## src/rtl/victim_cache_pkg.sv

```systemverilog
// Shared definitions for the victim cache: default geometry, the entry
// layout and the writeback FSM state encoding.
package victim_cache_pkg;

    localparam int VC_LINE_W  = 128;
    localparam int VC_TAG_W   = 26;
    localparam int VC_ENTRIES = 8;

    // One victim-cache line at the default geometry.
    typedef struct packed {
        logic                 valid;
        logic                 dirty;
        logic [VC_TAG_W-1:0]  tag;
        logic [VC_LINE_W-1:0] data;
    } vc_entry_t;

    typedef enum logic [0:0] {
        VC_IDLE    = 1'b0,
        VC_WB_PEND = 1'b1
    } vc_wb_state_e;

endpackage

```

## src/rtl/victim_cache_nway_alloc_sel.sv

```systemverilog
// Allocation selector: picks the lowest-index free entry (invalid, or being
// removed by a lookup hit this cycle); when none is free, falls back to the
// FIFO pointer and reports the buffer as full.
module vc_alloc_sel #(
    parameter int ENTRIES = 8,
    parameter int PTR_W   = 3
) (
    input  logic [ENTRIES-1:0] valid,
    input  logic [ENTRIES-1:0] hit_oh,
    input  logic [PTR_W-1:0]   fifo_ptr,
    output logic [ENTRIES-1:0] alloc_oh,
    output logic               full
);

    logic [ENTRIES-1:0] free_vec;
    logic               found;

    assign free_vec = ~valid | hit_oh;

    // Priority encode the first free slot, otherwise the oldest entry.
    always_comb begin
        alloc_oh = '0;
        found    = 1'b0;
        for (int i = 0; i < ENTRIES; i++) begin
            if (free_vec[i] && !found) begin
                alloc_oh[i] = 1'b1;
                found       = 1'b1;
            end
        end
        if (!found) begin
            alloc_oh[fifo_ptr] = 1'b1;
        end
        full = !found;
    end

endmodule

```

## src/rtl/victim_cache_nway.sv

```systemverilog
// Fully associative victim cache with swap-on-hit lookup, FIFO displacement
// and a single-entry dirty writeback register.
// Optional: define VICTIM_CACHE_STATS_EN to add hit/miss/writeback counters.
module victim_cache_nway
    import victim_cache_pkg::*;
#(
    parameter int LINE_W  = VC_LINE_W,
    parameter int TAG_W   = VC_TAG_W,
    parameter int ENTRIES = VC_ENTRIES
) (
    input  logic              clk,
    input  logic              rst,
    input  logic              ins_valid,
    output logic              ins_ready,
    input  logic [TAG_W-1:0]  ins_tag,
    input  logic [LINE_W-1:0] ins_data,
    input  logic              ins_dirty,
    input  logic              lk_valid,
    input  logic [TAG_W-1:0]  lk_tag,
    output logic              lk_hit,
    output logic [LINE_W-1:0] lk_data,
    output logic              lk_dirty,
    output logic              wb_valid,
    input  logic              wb_ready,
    output logic [TAG_W-1:0]  wb_tag,
    output logic [LINE_W-1:0] wb_data
`ifdef VICTIM_CACHE_STATS_EN
    ,
    output logic [31:0]       stat_hits,
    output logic [31:0]       stat_misses,
    output logic [31:0]       stat_wbs
`endif
);

    localparam int PTR_W = (ENTRIES > 1) ? $clog2(ENTRIES) : 1;

    localparam logic [0:0] ST_IDLE    = VC_IDLE;
    localparam logic [0:0] ST_WB_PEND = VC_WB_PEND;

    // Handshakes: a transfer happens on a clk edge where valid and ready are
    // both high; the writeback payload is held stable while wb_valid is high
    // and wb_ready is low.

    logic [ENTRIES-1:0] valid_q;
    logic [ENTRIES-1:0] dirty_q;
    logic [TAG_W-1:0]   tag_q  [ENTRIES];
    logic [LINE_W-1:0]  data_q [ENTRIES];
    logic [PTR_W-1:0]   fifo_ptr;
    logic [0:0]         state_q;

    logic [ENTRIES-1:0] hit_oh;
    logic [ENTRIES-1:0] ins_match_oh;
    logic [ENTRIES-1:0] alloc_oh;
    logic               full;
    logic               ins_any_match;
    logic               ins_fire;
    logic               alloc_fire;
    logic               displace;

    // Tag search for both the lookup port and the insert port.
    always_comb begin
        hit_oh       = '0;
        ins_match_oh = '0;
        lk_data      = '0;
        lk_dirty     = 1'b0;
        for (int i = 0; i < ENTRIES; i++) begin
            if (lk_valid && valid_q[i] && (tag_q[i] == lk_tag)) begin
                hit_oh[i] = 1'b1;
                lk_data   = lk_data | data_q[i];
                lk_dirty  = lk_dirty | dirty_q[i];
            end
            if (valid_q[i] && (tag_q[i] == ins_tag)) begin
                ins_match_oh[i] = 1'b1;
            end
        end
    end

    assign lk_hit        = |hit_oh;
    assign ins_any_match = |ins_match_oh;

    vc_alloc_sel #(
        .ENTRIES (ENTRIES),
        .PTR_W   (PTR_W)
    ) u_alloc_sel (
        .valid    (valid_q),
        .hit_oh   (hit_oh),
        .fifo_ptr (fifo_ptr),
        .alloc_oh (alloc_oh),
        .full     (full)
    );

    // Only a new allocation into a full buffer can need the writeback
    // register, so stall exactly that case while it is still occupied.
    assign ins_ready  = !((state_q == ST_WB_PEND) && full && !ins_any_match);
    assign ins_fire   = ins_valid && ins_ready;
    assign alloc_fire = ins_fire && !ins_any_match;
    assign displace   = alloc_fire && full && |(alloc_oh & valid_q & dirty_q);
    assign wb_valid   = (state_q == ST_WB_PEND);

    // Valid/dirty bookkeeping: in-place update beats allocation beats
    // swap-out invalidation.
    always_ff @(posedge clk or negedge rst) begin
        if (!rst) begin
            valid_q <= '0;
            dirty_q <= '0;
        end else begin
            for (int i = 0; i < ENTRIES; i++) begin
                if (ins_fire && ins_match_oh[i]) begin
                    dirty_q[i] <= dirty_q[i] | ins_dirty;
                end else if (alloc_fire && alloc_oh[i]) begin
                    valid_q[i] <= 1'b1;
                    dirty_q[i] <= ins_dirty;
                end else if (hit_oh[i]) begin
                    valid_q[i] <= 1'b0;
                end
            end
        end
    end

    // Line storage; contents are qualified by valid so it needs no reset.
    always_ff @(posedge clk) begin
        for (int i = 0; i < ENTRIES; i++) begin
            if (ins_fire && (ins_match_oh[i] || (!ins_any_match && alloc_oh[i]))) begin
                tag_q[i]  <= ins_tag;
                data_q[i] <= ins_data;
            end
        end
    end

    // FIFO pointer moves only when a full buffer forces a displacement.
    always_ff @(posedge clk or negedge rst) begin
        if (!rst) begin
            fifo_ptr <= '0;
        end else if (alloc_fire && full) begin
            fifo_ptr <= fifo_ptr + PTR_W'(1);
        end
    end

    // Writeback FSM and payload register; the victim is always fifo_ptr.
    always_ff @(posedge clk or negedge rst) begin
        if (!rst) begin
            state_q <= ST_IDLE;
            wb_tag  <= '0;
            wb_data <= '0;
        end else begin
            case (state_q)
                ST_IDLE: begin
                    if (displace) begin
                        state_q <= ST_WB_PEND;
                        wb_tag  <= tag_q[fifo_ptr];
                        wb_data <= data_q[fifo_ptr];
                    end
                end
                default: begin
                    if (wb_ready) begin
                        state_q <= ST_IDLE;
                    end
                end
            endcase
        end
    end

`ifdef VICTIM_CACHE_STATS_EN
    // Saturating event counters.
    always_ff @(posedge clk or negedge rst) begin
        if (!rst) begin
            stat_hits   <= '0;
            stat_misses <= '0;
            stat_wbs    <= '0;
        end else begin
            if (lk_valid && lk_hit && (stat_hits != '1)) begin
                stat_hits <= stat_hits + 32'd1;
            end
            if (lk_valid && !lk_hit && (stat_misses != '1)) begin
                stat_misses <= stat_misses + 32'd1;
            end
            if (wb_valid && wb_ready && (stat_wbs != '1)) begin
                stat_wbs <= stat_wbs + 32'd1;
            end
        end
    end
`endif

endmodule

```

## config.mk

```make
export PLATFORM = sky130hd
export DESIGN_NAME = victim_cache_nway
export DESIGN_NICKNAME = d
export VERILOG_FILES = /design/src/rtl/victim_cache_pkg.sv /design/src/rtl/victim_cache_nway_alloc_sel.sv /design/src/rtl/victim_cache_nway.sv
export SDC_FILE = /design/constraint.sdc
export NUM_CORES = 2
export LEC_CHECK = 0
export BUFFER_PORTS_ARGS = -buffer_cell sky130_fd_sc_hd__buf_2
export CAP_MARGIN = 20
export CORE_MARGIN = 2
export CORE_UTILIZATION = 40
export DETAILED_ROUTE_END_ITERATION = 10
export PLACE_DENSITY = 0.6
export SETUP_SLACK_MARGIN = 0.02
export SLEW_MARGIN = 40
export SYNTH_ARGS = -nofsm -noshare
export SYNTH_HDL_FRONTEND = slang
export SYNTH_SLANG_ARGS = --single-unit
export TNS_END_PERCENT = 50
```

## constraint.sdc

```tcl
create_clock -name clk -period 16.2 [get_ports clk]
set_clock_uncertainty 0.1 [all_clocks]
set_input_delay 2.43 -clock clk [delete_from_list [all_inputs] [get_ports clk]]
set_output_delay 2.43 -clock clk [all_outputs]
set_load 0.005 [all_outputs]
```

* Word level (Yosys, flattened, before mapping)
Memory sizes are Yosys's and may differ from the RTL's. A register that Yosys moved wholly into a read port is not among the register bits.
Index checks and enable logic that the tools add are counted.
** Storage, ports and cells
- Latch bits :: 0
- Output and inout port bits :: 286
- Register bits :: 20
- Memories kept :: 2
- Bits in read-only memories :: 0
- Memory bits (writable) :: 1232
** Memories
- data_q :: words 8, width 128, rd ports 9, clocked after Yosys merged registers in 1, write ports 8, line victim_cache_nway.sv:47 : logic [LINE_W-1:0] data_q [ENTRIES];
- tag_q :: words 8, width 26, rd ports 9, clocked after Yosys merged registers in 1, write ports 8, line victim_cache_nway.sv:46 : logic [TAG_W-1:0] tag_q [ENTRIES];
** Operators by class
- Eq/ne operators :: 16
- Reductions and logical operators :: 118
- Order comparisons :: 2
- Div/mod/pow operators :: 0
- Bitwise logic cells :: 36
- Muxes and demuxes :: 101
- Add/subtract/negate cells :: 1
- $mul :: 0
- Shifts and indexed selects :: 0
** Operators with widths (count)
- two-way mux 128 bit :: 8
- bitwise OR 128 bit :: 7
- equality test 26 bit :: 16
- two-way mux 1 bit :: 91
- logical AND 1 bit :: 70
- nonzero test 2 bit :: 16
- OR reduction 8 bit :: 3
- AND reduction 2 bit :: 9
- AND 8 bit :: 2
- bitwise OR 8 bit :: 2
- bitwise OR 1 bit :: 15
- zero test 1 bit :: 12
- NOT 1 bit :: 9
- logical OR 1 bit :: 8
- two-way mux 8 bit :: 1
- NOT 8 bit :: 1
- less-than comparator 3 x 4 -> 1 bit (second input constant) :: 1
- adder 3 x 1 -> 3 bit (second input constant) :: 1
- demux 1 bit (select 3 bit) :: 1
- greater-or-equal comparator 3 x 1 -> 1 bit (second input constant) :: 1

* Longest topological paths before layout
- Depth in word-level cells :: 36
- Gate-level depth with buffers :: 13
- Depth with buffers taken out :: 9

* By module
A second synthesis with hierarchy kept.
** Unflattened totals
- Cell total of the unflattened synthesis :: 3736
- Area total of the unflattened synthesis :: 64604.5 um^2
** Modules (own cells, without submodules)
- victim_cache_nway :: area an instance 64339.2 um^2, seq. area each 41349.7 um^2, cells an instance 3699, times used 1
- vc_alloc_sel :: area an instance 265.3 um^2, seq. area each 0.0 um^2, cells an instance 37, times used 1

* Worst setup path before layout
No wires, ideal clock.
- Path type :: input -> register
- From :: input port lk_tag[10]
- To :: memory data_q[6][0] (netlist bit) (enable)
- Setup time :: 894 ps
- Arrival :: 15580 ps
- Stages :: 9
- Path slack :: -375 ps
- Path buffers :: 1
- Path through :: buf_4 -> xnor2_1 -> nand3_1 -> or4_1 -> nor3_1 -> or4_1 -> or4_1 -> o21ai_2 -> o31ai_1
** RTL lines
- from (decl) :: line victim_cache_nway.sv:19 : input logic [TAG_W-1:0] lk_tag,
- to (decl) :: line victim_cache_nway.sv:47

* Worst setup path after layout
- From :: input port lk_tag[2]
- To :: output port lk_data[69]
** On the way
- Cells in the longest elaborated chain, start to end :: 17
- Elaborated cells on any way between the ends :: 31
** Ends and longest elaborated chain
- equality test 26 bit :: line victim_cache_nway.sv:67 : if (lk_valid && valid_q[i] && (tag_q[i] == lk_tag)) begin
- logical AND 1 bit :: line victim_cache_nway.sv:67
- two-way mux 128 bit :: line victim_cache_nway.sv:67
- bitwise OR 128 bit :: line victim_cache_nway.sv:69 : lk_data = lk_data | data_q[i];
- two-way mux 128 bit :: line victim_cache_nway.sv:67
- bitwise OR 128 bit :: line victim_cache_nway.sv:69
- two-way mux 128 bit :: line victim_cache_nway.sv:67
- bitwise OR 128 bit :: line victim_cache_nway.sv:69
- two-way mux 128 bit :: line victim_cache_nway.sv:67
- bitwise OR 128 bit :: line victim_cache_nway.sv:69
- two-way mux 128 bit :: line victim_cache_nway.sv:67
- bitwise OR 128 bit :: line victim_cache_nway.sv:69
- two-way mux 128 bit :: line victim_cache_nway.sv:67
- bitwise OR 128 bit :: line victim_cache_nway.sv:69
- two-way mux 128 bit :: line victim_cache_nway.sv:67
- bitwise OR 128 bit :: line victim_cache_nway.sv:69
- two-way mux 128 bit * :: line victim_cache_nway.sv:67
- to (decl) :: line victim_cache_nway.sv:21 : output logic [LINE_W-1:0] lk_data,
Every way passes the cells marked *; elsewhere a longest branch is shown, timed or not.

==> results.json <==
{
  "p_clk_frac": 0.284,
  "drt_iter0_markers": 5840,
  "utilization": 0.468,
  "ioPinCount": 472,
  "routabilityCongestion": 1.04,
  "ant_nets": 0,
  "netSwitchingPower_mw": 4.35,
  "place_area_sq_um": 65800,
  "setup_viol": 0,
  "min_to": "wb_data[94]",
  "synth_area_leaders": "edfxtp_1, dfrtp_1, a22oi_1",
  "die_x_um": 395,
  "whs_path_depth": 1,
  "synth_edf_count": 1232,
  "worst_path_largest_cell_delay_ns": 0.77,
  "rrSetupSlack_ns": 10.26,
  "cap_violations": 0,
  "drive_above_1_share": 0.180,
  "synth_area_sq_um": 61200,
  "vias": 43400,
  "dr.pass1.iters": 6,
  "synth_top_area_cell": "edfxtp_1",
  "final_nets": 4674,
  "dp_hpwl_um": 137000,
  "crit_path_frequent_cell": "buf_2",
  "max_freq_mhz": 109,
  "tightest_slew_ns": 1.04,
  "hold_path_class": "reg -> reg",
  "cell_internal_pwr_mw": 8.12,
  "area_growth_pct": 16.1,
  "clock_latency_ns": 0.80,
  "vdd_drop_max_v": 0.000178,
  "synth_seq_area_share": 0.676,
  "grt_pass1_vias": 42400,
  "syn_nets": 4287,
  "synth_ff_type": "edfxtp_1",
  "antenna_found_initial": 36,
  "period_minus_slack_ns": 9.17,
  "leakagePower_nw": 24.5,
  "cts_max_level": 4,
  "finalHoldViolCount": 0,
  "worstSetupPathType": "in -> out",
  "reg2reg_to": "data_q[6][65]",
  "synthArstFlopShare": 0.124,
  "worstPathCellList": "buf_2 > xor2_1 > nor4_1 > nand2_1 > nor4_4 > buf_6 > buf_4 > a22o_1 > a221oi_1 > nand3_1 > buf_2",
  "track_usage": 0.290,
  "syn-mean-instance-area_sq_um": 14.9,
  "r2r-start": "tag_q[0][2]",
  "cts.path.max_buffers": 3,
  "status": "finished, final reports clean",
  "ys_ff_latch": 1406,
  "seqPwrFrac": 0.432,
  "vias_per_cell": 6.52,
  "coreArea_sq_um": 152000,
  "slowest_stage": "nor4_1",
  "routed_wl_um": 232000,
  "power_density_nw_per_um2": 176,
  "relSlewSlack": 0.308,
  "critPathBufInv": 4,
  "hold_slack_ns": 0.378,
  "rsz0062_at_grt": "false",
  "path_clk_slew_ns": 0.06,
  "overflow": 0,
  "port_buffers": 471,
  "start_util": 0.403,
  "fin_crit_sh": 0.566,
  "hold_buffers": 0,
  "end_kind": "output pin",
  "crit_family": "buffers and inverters",
  "grt_pass1_wl_um": 325000,
  "ctsResizeCount": 0,
  "rows": 143,
  "drc": 0,
  "combPwrFrac": 0.283,
  "swShare": 0.349,
  "cp_max_fo": 57,
  "grt_max_degree": 107,
  "cts_tree": "done",
  "die_h_um": 395,
  "cp.required_ns": 13.67,
  "synthCells": 4100,
  "post_cts_buffers": 0,
  "cp-start-kind": "input pin",
  "critPathArrivalTime_ns": 6.64,
  "root_buffer": "clkbuf_16",
  "wire_per_inst_um": 34.9,
  "synth_top_area_share": 0.605,
  "ys_types": 59,
  "min_from": "wb_data[94]",
  "rr_worst_depth": 12,
  "slew_violations": 0,
  "fill_cells": 13200,
  "yosysWarnings": 0,
  "cts_sinks": 1406,
  "stdcell_area_sq_um": 71000,
  "cts_buffers": 153,
  "die-area_sq_um": 156000
}
[power groups by stage]
stage / registers [mW] / clock network (mW) / logic [mW]
after detailed placement: 5.44 / 0 / 3.50
after floorplan: 5.63 / 0 / 1.90
after global placement: 5.43 / 0 / 3.45
after CTS: 5.38 / 3.60 / 3.50
final: 5.39 / 3.55 / 3.53
after global routing: 5.46 / 3.74 / 3.71
[layout by cell type (no fill, tap or decap), types with 149 or more instances in the layout]
cell type	count
xnor2_1	208
a22oi_1	567
dfrtp_1	174
edfxtp_1	1232
clkbuf_16	153
a221oi_1	283
xor2_1	210
buf_2	470
a22o_1	284
mux2_1	149
nand3_1	313
[area by class of cell]
cell class / instances / area [sq um] / area share
antenna: 22 / 55.1 / 0.000775
inverter: 14 / 52.6 / 0.000740
sequential: 1406 / 41300 / 0.582
timing repair buffer: 561 / 3430 / 0.0483
clock buffer: 221 / 4280 / 0.0603
clock inverter: 64 / 827 / 0.0116
tap: 2030 / 2540 / 0.0358
multi-input combinational: 2351 / 18500 / 0.260
[logic make-up after synthesis]
kind of cell | count (synthesis) | synth area share
flops | 1406 | 0.676
compound gates | 1174 | 0.156
simple gates | 602 | 0.0544
xor+xnor | 418 | 0.0599
buf+inv | 343 | 0.0252
mux | 156 | 0.0287
fa+ha+maj | 1 | 0.000205
[worst max-delay path by stage]
stage | slack [ns] | depth (start not counted) | end | startpoint
final | 7.03 | 11 | lk_data[69] | lk_tag[2]
after global routing | 7.18 | 11 | lk_data[62] | lk_tag[2]
after CTS | 7.45 | 11 | lk_data[69] | lk_tag[2]
after detailed placement | 7.46 | 11 | lk_data[69] | lk_tag[2]
after global placement | 7.00 | 11 | lk_data[109] | lk_tag[2]
after floorplan | -0.03 | 10 | data_q[4][0] | lk_tag[10]
[per-layer routing]
metal | part of all wire | up-vias | global-route usage | routed length, um
met5 | 0.00062 | - | 0 | 144
met2 | 0.46 | 3093 | 0.445 | 106000
li1 | - | 17700 | - | -
met4 | 0.049 | 24 | 0.136 | 11500
met3 | 0.11 | 560 | 0.0622 | 25400
met1 | 0.39 | 22000 | 0.392 | 89700
[per-stage QoR]
step | worst slack, ns | setup TNS (ns) | total power, mW | std cells
after global routing | 7.18 | 0 | 12.9 | 6662
after detailed placement | 7.46 | 0 | 8.94 | 6360
after CTS | 7.45 | 0 | 12.5 | 6645
after global placement | 7.00 | 0 | 8.88 | 6350
final | 7.03 | 0 | 12.5 | 6669
after floorplan | -0.0332 | -15.23 | 7.54 | 4100
[synth_stat cells, types with 3 or more instances]
cell type,instances
a21o_1,4
a221oi_1,283
a22o_1,284
a22oi_1,567
and3_1,3
and3b_1,4
and4_1,3
buf_1,51
buf_2,28
buf_4,28
buf_6,15
clkbuf_1,207
dfrtp_1,174
edfxtp_1,1232
inv_1,13
mux2_1,149
mux2_2,7
nand2_1,29
nand2b_1,3
nand3_1,313
nand4_1,78
nand4b_1,7
nor2_1,34
nor2b_1,3
nor3_1,18
nor3b_1,4
nor4_1,65
nor4_2,4
o21ai_0,10
o2bb2ai_1,5
or2_2,3
or4_1,21
xnor2_1,208
xor2_1,210
[sequential cells by signal, indices dropped and copies added, names as in the netlist]
register and flops:
tag_q 208, valid_q 8, wb_valid 1, fifo_ptr 3
dirty_q 8, wb_tag 26, data_q 1024, wb_data 128
Power figures use the tool's default switching activity.
